File: config.mk
export PLATFORM = sky130hd
export DESIGN_NAME = run_sequencer_flat
export DESIGN_NICKNAME = d
export VERILOG_FILES = /design/src/rtl/definitions.sv /design/src/rtl/run_sequencer_if.sv /design/src/rtl/ld_wait_timer.sv /design/src/rtl/run_sequencer.sv /design/src/flat_wrapper.sv
export SDC_FILE = /design/constraint.sdc
export NUM_CORES = 1
export LEC_CHECK = 0
export ABC_AREA = 0
export BUFFER_PORTS_ARGS = -buffer_cell sky130_fd_sc_hd__buf_2
export CORE_MARGIN = 8
export CORE_UTILIZATION = 45
export DETAILED_ROUTE_END_ITERATION = 16
export MAX_ROUTING_LAYER = met4
export PLACE_DENSITY = 0.75
export SLEW_MARGIN = 10
export SYNTH_ARGS = -nofsm -noshare
export SYNTH_HDL_FRONTEND = slang
export SYNTH_HIERARCHICAL = 1
export SYNTH_SLANG_ARGS = --single-unit
export TNS_END_PERCENT = 5
File: constraint.sdc
create_clock -name Clk -period 2.4 [get_ports Clk]
set_clock_uncertainty 0.05 [all_clocks]
set_input_delay 0 -clock Clk [delete_from_list [all_inputs] [get_ports Clk]]
set_output_delay 0 -clock Clk [all_outputs]
set_load 0.02 [all_outputs]
File: src/rtl/definitions.sv
// Shared types and constants for the run sequencer.
package definitions;

  typedef enum logic [2:0] {
    S_IDLE,
    S_ARM,
    S_EXEC,
    S_LDWAIT,
    S_DONE
  } seq_state_t;

  localparam int unsigned MEM_LAT_MAX = 7;

endpackage

File: src/rtl/run_sequencer_if.sv
// Bench/decoder handshake and commit-gate bundle of the run sequencer.
interface run_sequencer_if #(
  parameter int unsigned CYC_W = 16
);
  logic             Start;
  logic             Ack;
  logic             LoadInst;
  logic             RegWrEn;
  logic             MemWrEn;
  logic             PCReset;
  logic             PCEn;
  logic             RegWrGate;
  logic             MemWrGate;
  logic             Done;
  logic             TimedOut;
  logic [CYC_W-1:0] CycleCount;

  modport master (
    output Start, Ack, LoadInst, RegWrEn, MemWrEn,
    input  PCReset, PCEn, RegWrGate, MemWrGate, Done, TimedOut, CycleCount
  );

  modport slave (
    input  Start, Ack, LoadInst, RegWrEn, MemWrEn,
    output PCReset, PCEn, RegWrGate, MemWrGate, Done, TimedOut, CycleCount
  );
endinterface

File: src/rtl/ld_wait_timer.sv
// 3-bit loadable down-counter that paces the load stall; last flags count==1.
module ld_wait_timer (
  input  logic       Clk,
  input  logic       Reset,
  input  logic       load,
  input  logic       en,
  input  logic [2:0] load_val,
  output logic       last
);
  logic [2:0] count_q, count_d;

  always_comb begin
    count_d = count_q;
    if (load) begin
      count_d = load_val;
    end else if (en && (count_q != 3'd0)) begin
      count_d = count_q - 3'd1;
    end
  end

  always_ff @(posedge Clk) begin
    if (Reset) begin
      count_q <= 3'd0;
    end else begin
      count_q <= count_d;
    end
  end

  assign last = (count_q == 3'd1);
endmodule

File: src/rtl/run_sequencer.sv
// Run controller: Start/Done handshake, PC hold, commit gating, load stall and timeout.
module run_sequencer
  import definitions::*;
#(
  parameter int unsigned MEM_LAT = 2,
  parameter int unsigned CYC_W   = 16,
  parameter int unsigned TIMEOUT = 0
) (
  input logic             Clk,
  input logic             Reset,
  run_sequencer_if.slave  bus
);
  localparam int unsigned LAT     = (MEM_LAT > MEM_LAT_MAX) ? MEM_LAT_MAX : MEM_LAT;
  localparam logic [2:0]  LAT_VAL = 3'(LAT);
  localparam logic [CYC_W-1:0] CYC_MAX = '1;

  seq_state_t       state_q, state_d;
  logic [CYC_W-1:0] cyc_q, cyc_d, cyc_inc_c;
  logic             timed_out_q, timed_out_d;
  logic             commit_c, wait_load_c, wait_en_c, wait_last, timeout_hit_c;

  ld_wait_timer u_ld_wait_timer (
    .Clk      (Clk),
    .Reset    (Reset),
    .load     (wait_load_c),
    .en       (wait_en_c),
    .load_val (LAT_VAL),
    .last     (wait_last)
  );

  // Saturating increment and budget comparison.
  assign cyc_inc_c     = (cyc_q == CYC_MAX) ? cyc_q : cyc_q + CYC_W'(1);
  assign timeout_hit_c = (TIMEOUT != 0) && (cyc_q == CYC_W'(TIMEOUT));

  always_comb begin
    state_d     = state_q;
    cyc_d       = cyc_q;
    timed_out_d = timed_out_q;
    commit_c    = 1'b0;
    wait_load_c = 1'b0;
    wait_en_c   = 1'b0;
    case (state_q)
      S_IDLE: begin
        if (bus.Start) state_d = S_ARM;
      end
      S_ARM: begin
        timed_out_d = 1'b0;
        if (!bus.Start) begin
          state_d = S_EXEC;
          cyc_d   = '0;
        end
      end
      S_EXEC: begin
        if (bus.Start) begin
          state_d     = S_ARM;
          timed_out_d = 1'b0;
        end else if (timeout_hit_c) begin
          state_d     = S_DONE;
          timed_out_d = 1'b1;
        end else if (bus.Ack) begin
          state_d = S_DONE;
          cyc_d   = cyc_inc_c;
        end else if (bus.LoadInst && (LAT != 0)) begin
          state_d     = S_LDWAIT;
          wait_load_c = 1'b1;
          cyc_d       = cyc_inc_c;
        end else begin
          commit_c = 1'b1;
          cyc_d    = cyc_inc_c;
        end
      end
      S_LDWAIT: begin
        if (bus.Start) begin
          state_d     = S_ARM;
          timed_out_d = 1'b0;
        end else if (timeout_hit_c) begin
          state_d     = S_DONE;
          timed_out_d = 1'b1;
        end else begin
          wait_en_c = 1'b1;
          cyc_d     = cyc_inc_c;
          if (wait_last) begin
            commit_c = 1'b1;
            state_d  = S_EXEC;
          end
        end
      end
      S_DONE: begin
        if (bus.Start) begin
          state_d     = S_ARM;
          timed_out_d = 1'b0;
        end
      end
      default: state_d = S_IDLE;
    endcase
  end

  always_ff @(posedge Clk) begin
    if (Reset) begin
      state_q     <= S_IDLE;
      cyc_q       <= '0;
      timed_out_q <= 1'b0;
    end else begin
      state_q     <= state_d;
      cyc_q       <= cyc_d;
      timed_out_q <= timed_out_d;
    end
  end

  // A reset cycle never commits, even if the old state was executing.
  assign bus.PCEn       = commit_c & ~Reset;
  assign bus.RegWrGate  = commit_c & ~Reset & bus.RegWrEn;
  assign bus.MemWrGate  = commit_c & ~Reset & bus.MemWrEn;
  assign bus.PCReset    = (state_q == S_IDLE) || (state_q == S_ARM);
  assign bus.Done       = (state_q == S_DONE);
  assign bus.TimedOut   = timed_out_q;
  assign bus.CycleCount = cyc_q;
endmodule

File: src/flat_wrapper.sv
// flat-port wrapper written by rule: the top's interface ports become plain ports
module run_sequencer_flat import definitions::*;
#(
  parameter int unsigned MEM_LAT = 2,
  parameter int unsigned CYC_W   = 16,
  parameter int unsigned TIMEOUT = 0
)
  (Clk, Reset, bus_Start, bus_Ack, bus_LoadInst, bus_RegWrEn, bus_MemWrEn, bus_PCReset, bus_PCEn, bus_RegWrGate, bus_MemWrGate, bus_Done, bus_TimedOut, bus_CycleCount);
  run_sequencer_if #(.CYC_W(CYC_W)) bus_i ();
  input logic Clk;
  input logic Reset;
  input wire logic [$bits(bus_i.Start)-1:0] bus_Start;
  input wire logic [$bits(bus_i.Ack)-1:0] bus_Ack;
  input wire logic [$bits(bus_i.LoadInst)-1:0] bus_LoadInst;
  input wire logic [$bits(bus_i.RegWrEn)-1:0] bus_RegWrEn;
  input wire logic [$bits(bus_i.MemWrEn)-1:0] bus_MemWrEn;
  output wire logic [$bits(bus_i.PCReset)-1:0] bus_PCReset;
  output wire logic [$bits(bus_i.PCEn)-1:0] bus_PCEn;
  output wire logic [$bits(bus_i.RegWrGate)-1:0] bus_RegWrGate;
  output wire logic [$bits(bus_i.MemWrGate)-1:0] bus_MemWrGate;
  output wire logic [$bits(bus_i.Done)-1:0] bus_Done;
  output wire logic [$bits(bus_i.TimedOut)-1:0] bus_TimedOut;
  output wire logic [$bits(bus_i.CycleCount)-1:0] bus_CycleCount;
  assign bus_i.Start = bus_Start;
  assign bus_i.Ack = bus_Ack;
  assign bus_i.LoadInst = bus_LoadInst;
  assign bus_i.RegWrEn = bus_RegWrEn;
  assign bus_i.MemWrEn = bus_MemWrEn;
  assign bus_PCReset = bus_i.PCReset;
  assign bus_PCEn = bus_i.PCEn;
  assign bus_RegWrGate = bus_i.RegWrGate;
  assign bus_MemWrGate = bus_i.MemWrGate;
  assign bus_Done = bus_i.Done;
  assign bus_TimedOut = bus_i.TimedOut;
  assign bus_CycleCount = bus_i.CycleCount;
  run_sequencer #(.MEM_LAT(MEM_LAT), .CYC_W(CYC_W), .TIMEOUT(TIMEOUT)) u_core (.Clk(Clk), .Reset(Reset), .bus(bus_i));
endmodule
After elaboration in Yosys (flattened, before gate mapping). Index checks and enable logic that the tools add are counted.

Bitwise logic cells: 4. Equality and inequality tests: 13. Reduce and logical (&&, ||, !) cells: 14. Multiplexer cells: 28. Add/subtract/negate cells: 2.

Operator list (number): 16-bit 2-to-1 mux (3); 16-bit case mux with 2 select lines (1); 3-bit 2-to-1 mux (7); 16-bit by 1-bit adder with 16-bit output, second input constant (1); 16-bit equality test, second input constant (1); 1-bit 2-to-1 mux (12); 3-bit case mux with 4 select lines (1); 4-bit AND reduction (2); 3-bit by 1-bit equality test with 1-bit output, second input constant (2); 3-bit by 2-bit equality test with 1-bit output, second input constant (2); 2-bit != test, second input constant (3); 2-bit nonzero test (3); 2-bit OR reduction (3); 2-bit 2-to-1 mux (2); 2-bit by 1-bit != test with 1-bit output, second input constant (2); 4-bit != test, second input constant (1); 1-bit case mux with 2 select lines (2); 1-bit bitwise AND (3); 3-bit equality test, second input constant (1); 3-bit logical NOT (1); 3-bit != test, second input constant (1); 3-bit nonzero test (1); 3-bit OR reduction (1); 3-bit by 1-bit subtractor with 3-bit output, second input constant (1); 4 further kinds (4).

Flip-flop bits (word level): 23. Output and inout bits: 22. Input bits: 7. Logic and storage cells: 66.

Longest topological paths before layout.
Depth in word-level cells: 6. Gate-level depth with buffers: 7. Gate-level depth less buffers: 7.

Hierarchy. Netlist, hierarchy kept.

By module, submodules not included: run_sequencer (sequential area each 380.4 sq um, times used 1, cells an instance 159, area each 1247.4 sq um); ld_wait_timer (sequential area each 60.1 sq um, times used 1, cells an instance 25, area each 242.7 sq um).

Least setup slack after synthesis. OpenSTA, ideal clock, no wires.

Path kind: register -> register. Start point: register u_core.state_q[2]. End point: register u_core.u_ld_wait_timer.count_q[1]. Clock period less this slack: 2511 ps. Data arrival time: 2339 ps. Library setup time: 122 ps. Stages on the path, launching flop included: 7. Path buffers: 2. Path slack: -111 ps. Required time: 2228 ps. Path through: dfxtp_1 buf_6 or3b_1 buf_6 nor4b_1 nor3_1 a311o_1.

Elaborated cells on any way between the ends: 7. Classes of those cells: 2 x eq/ne; 3 x mux; 2 x reduce/logical.

RTL lines: from (decl) (RTL line run_sequencer.sv:17) `seq_state_t state_q, state_d;`; from (signal assigned) (RTL line run_sequencer.sv:104) `state_q <= state_d;`; 3-bit by 2-bit equality test with 1-bit output * (RTL line run_sequencer.sv:42) `case (state_q)`; 1-bit 2-to-1 mux * (RTL line run_sequencer.sv:42); net u_core.wait_load_c (RTL line run_sequencer.sv:20) `logic commit_c, wait_load_c, wait_en_c, wait_last, timeout_hit_c;`; 2-bit 2-to-1 mux or 2-bit nonzero test (tied branches); to (signal assigned) (RTL line ld_wait_timer.sv:25) `count_q <= count_d;`; to (decl) (RTL line ld_wait_timer.sv:10) `logic [2:0] count_q, count_d;`.

Mark *: on every way through the listed nets, which the timed path passes. The rest lies on a longest branch. A chain may end at the register's enable or synchronous reset.

Final worst setup path.
Start point: register u_core.state_q[1]. End point: register u_core.u_ld_wait_timer.count_q[2].

Word-level cells in the longest chain between the ends: 3. Elaborated cells on any way between the ends: 6. Classes of those cells: 2 x eq/ne; 2 x mux; 2 x reduce/logical.

Ends and longest elaborated chain: 3-bit by 2-bit equality test with 1-bit output (RTL line run_sequencer.sv:42); 1-bit 2-to-1 mux (RTL line run_sequencer.sv:42); net u_core.wait_en_c (RTL line run_sequencer.sv:20); 1-bit logical AND (RTL line ld_wait_timer.sv:16) `end else if (en && (count_q != 3'd0)) begin`.

The timed path passes the listed nets, and every way through them passes these cells.

==> summary.md <==
| Metric | Value |
|---|---|
| Status | `finished clean` |
| CTS tree | `done` |
| Final worst-path cycle share | `0.8230` |
| Logic pwr share | `0.091` |
| Most frequent cell after synthesis | `dfxtp_1` |
| Area leader, netlist | `dfxtp_1` |
| Setup TNS | `0 ns` |
| Synthesized cell area | `1490 um2` |
| PortBufs | `27` |
| 1st-pass router iterations | `4` |
| Die height | `73.55 um` |
| # rows | `21` |
| First-pass GRT wire length | `6644 um` |
| Initial antenna violation count | `0` |
| CTS max path bufs | `2` |
| Vias in the first global route | `1420` |
| Drt first-iter violations | `132` |
| Worst-path fanout max | `12` |
| Synth unique cells | `52` |
| Gr usage total | `0.1552` |
| Ys async rst share | `0` |
| DR vias/cell | `5.792` |
| Antenna Cells | `0` |
| Die Wd | `73.55 um` |
| Share of cells above drive strength 1 | `0.2150` |
| Worst VDD drop | `0.2499 mV` |
| Post-DP HPWL | `2870 um` |
| Die area | `5409 um2` |
| Hold buffer count at cts | `1` |
| Power Dens Cells | `418.5 nW/um2` |
| GR Overflow Total | `0` |
| Cts repair resizes | `0` |
| Crit-path cells | `buf_4 -> nand2b_4 -> nor2_1 -> and2_1 -> a21boi_0 -> a311oi_1 -> nor3_1` |
| Synth top area share | `0.2955` |
| Initial core utilization | `0.4574` |
| Syn Area/Cell | `8.099 um2` |
| Critical Path RT | `2.54 ns` |
| F_max | `506.3 MHz` |
| CTS root buffer | `clkbuf_4` |
| Crit start category | `register` |
| Dpl cell area | `1680 um2` |
| Seq pwr share | `0.512` |
| Tightest Pin Transition | `0.5742 ns` |
| Net Sw Power | `0.1694 mW` |
| Post-synth EDFFs | `0` |
| GPL Wtd Cong | `0.8800` |
| Largest net degree at the start of global routing | `27` |
| Hold Vio Cnt, Final | `0` |
| Skew-Pair Late Insertion Delay | `0.32 ns` |
| WP data arrival | `2.12 ns` |
| Maxcap violations | `0` |
| Post-synthesis sequential area ratio | `0.2955` |
| Drt drc | `0` |
| Area grow syn2layout | `16.96%` |
| Gate Count Post-Synth | `184` |
| Clock period minus final worst setup slack | `1.975 ns` |
| Min-delay worst type | `in2reg` |
| Leakage | `0.6856 nW` |
| Slew headroom | `0.6146` |
| Setup Fix Bufs, Post-CTS | `0` |
| Synth Warn # | `6` |
| Ports | `29` |
| Clock Sinks | `22` |
| Slew Limit Fails | `0` |
| Placed insts | `255` |
| Slowest cell on the critical path | `nor2_1` |
| RSZ-0062 raised after global routing | `no` |
| P_int | `0.5600 mW` |
| WS Path Type | `reg2reg` |
| Synthesized flop and latch total | `22` |
| Clock share of power | `0.396` |
| Final Cell Area | `1743 um2` |
| Critical Path End Type | `register` |
| Sw Share | `0.2322` |
| Post-route ant nets | `0` |
| H-tree lvl count | `1` |
| Top FF cell, synth | `dfxtp_1` |
| Slowest stage delay, CP | `0.36 ns` |
| Top cells by area, synth | `dfxtp_1 (30%), nand2_1 (3.5%), ha_1 (3.4%)` |
| Final Non-Filler Cells | `260` |
| Commonest cells post-synth | `dfxtp_1 (22), nand2_1 (14), nor2_1 (13)` |
| DR vias | `1506` |
| Clock-pin slew on the worst setup and hold paths | `0.12 ns` |
| Nets@finish | `226` |
| Core box area | `3258 um2` |
| Setup violators final | `0` |
| Wire per inst | `14.90 um` |
| TritonCTS Buffers | `3` |
| Routed wire length | `3874 um` |
## cells by family after synthesis
| logic type | after synthesis | share of synthesized area |
|---|---|---|
| adders and majority gates | 4 | 0.03359 |
| other | 2 | 0.005040 |
| buffers and inverters | 19 | 0.06129 |
| DFF | 22 | 0.2955 |
| muxes | 5 | 0.03443 |
| and+or+nand+nor | 84 | 0.3233 |
| AOI/OAI and AO/OA | 48 | 0.2469 |
## worst paths after layout
kind / start / end / slack [ns] / cells after the start
worst max register to register: u_core/state_q[1] / u_core/u_ld_wait_timer/count_q[2] / 0.42 / 7
worst min register to register: u_core/bus.CycleCount[1] / u_core/bus.CycleCount[1] / 0.48 / 2
worst min-delay path: bus_Ack / u_core/state_q[1] / 0.05 / 4
worst max-delay path: u_core/state_q[1] / u_core/u_ld_wait_timer/count_q[2] / 0.42 / 7
## power groups by stage
stage	Clock (mW)	Sequential [mW]	Combinational [mW]
floorplan	0	0.379	0.0464
CTS	0.302	0.374	0.0665
finish	0.289	0.374	0.0666
detailed placement	0	0.382	0.0652
global placement	0	0.382	0.0644
global route	0.315	0.375	0.0737
## state kept, by name (all words and copies together), names as in the netlist
register                        flops
u_core/bus.CycleCount              16
u_core/state_q                      3
u_core/u_ld_wait_timer/count_q      3
## layout by cell type (no fill, tap or decap), types with 4 or more instances in the layout
cell type / n
and3_1: 5
nand3_1: 7
conb_1: 4
a31oi_1: 5
buf_4: 5
a211oi_1: 4
dfxtp_1: 22
nand2_1: 14
a311oi_1: 4
nand4_1: 7
nor2_1: 13
o21ai_0: 6
nor3_1: 6
buf_2: 27
inv_1: 10
a21oi_1: 7
nand2b_1: 4
mux2i_1: 4
ha_1: 4
and2_1: 4
and4_1: 4
## layout make-up
cell class	count	area, um2
fill	349	1515
timing repair buffer	33	182.7
inverter	10	37.54
multi-input combinational	145	972.2
clock inverter	1	30.03
clock buffer	3	22.52
tap	46	57.56
sequential	22	440.4
## worst max-delay path: cells and delay by family (launching register included)
kind / cells / cell delay [ns]
and+or+nand+nor: 4 / 0.88
buffers and inverters: 1 / 0.19
AOI/OAI and AO/OA: 2 / 0.39
DFF: 1 / 0.35
## through the flow
| stage | util | worst slack, ns | hold WS, ns | power, mW |
|---|---|---|---|---|
| floorplan | - | 0.2535 | 0.02866 | 0.4255 |
| global placement | 0.5157 | 0.4672 | 0.2466 | 0.4459 |
| detailed placement | 0.5157 | 0.4514 | 0.2457 | 0.4469 |
| CTS | 0.5349 | 0.4209 | 0.01986 | 0.7418 |
| global route | 0.5349 | 0.1822 | 0.03688 | 0.7630 |
| finish | 0.5349 | 0.4248 | 0.04570 | 0.7294 |
## layer usage
metal	vias to the layer above	track usage	wire (um)
li1	754	-	-
met1	703	0.1807	1744
met2	45	0.2598	1888
met3	4	0.03411	202
met4	0	0.04435	38
met5	-	-	0
Power figures use the tool's default switching activity.
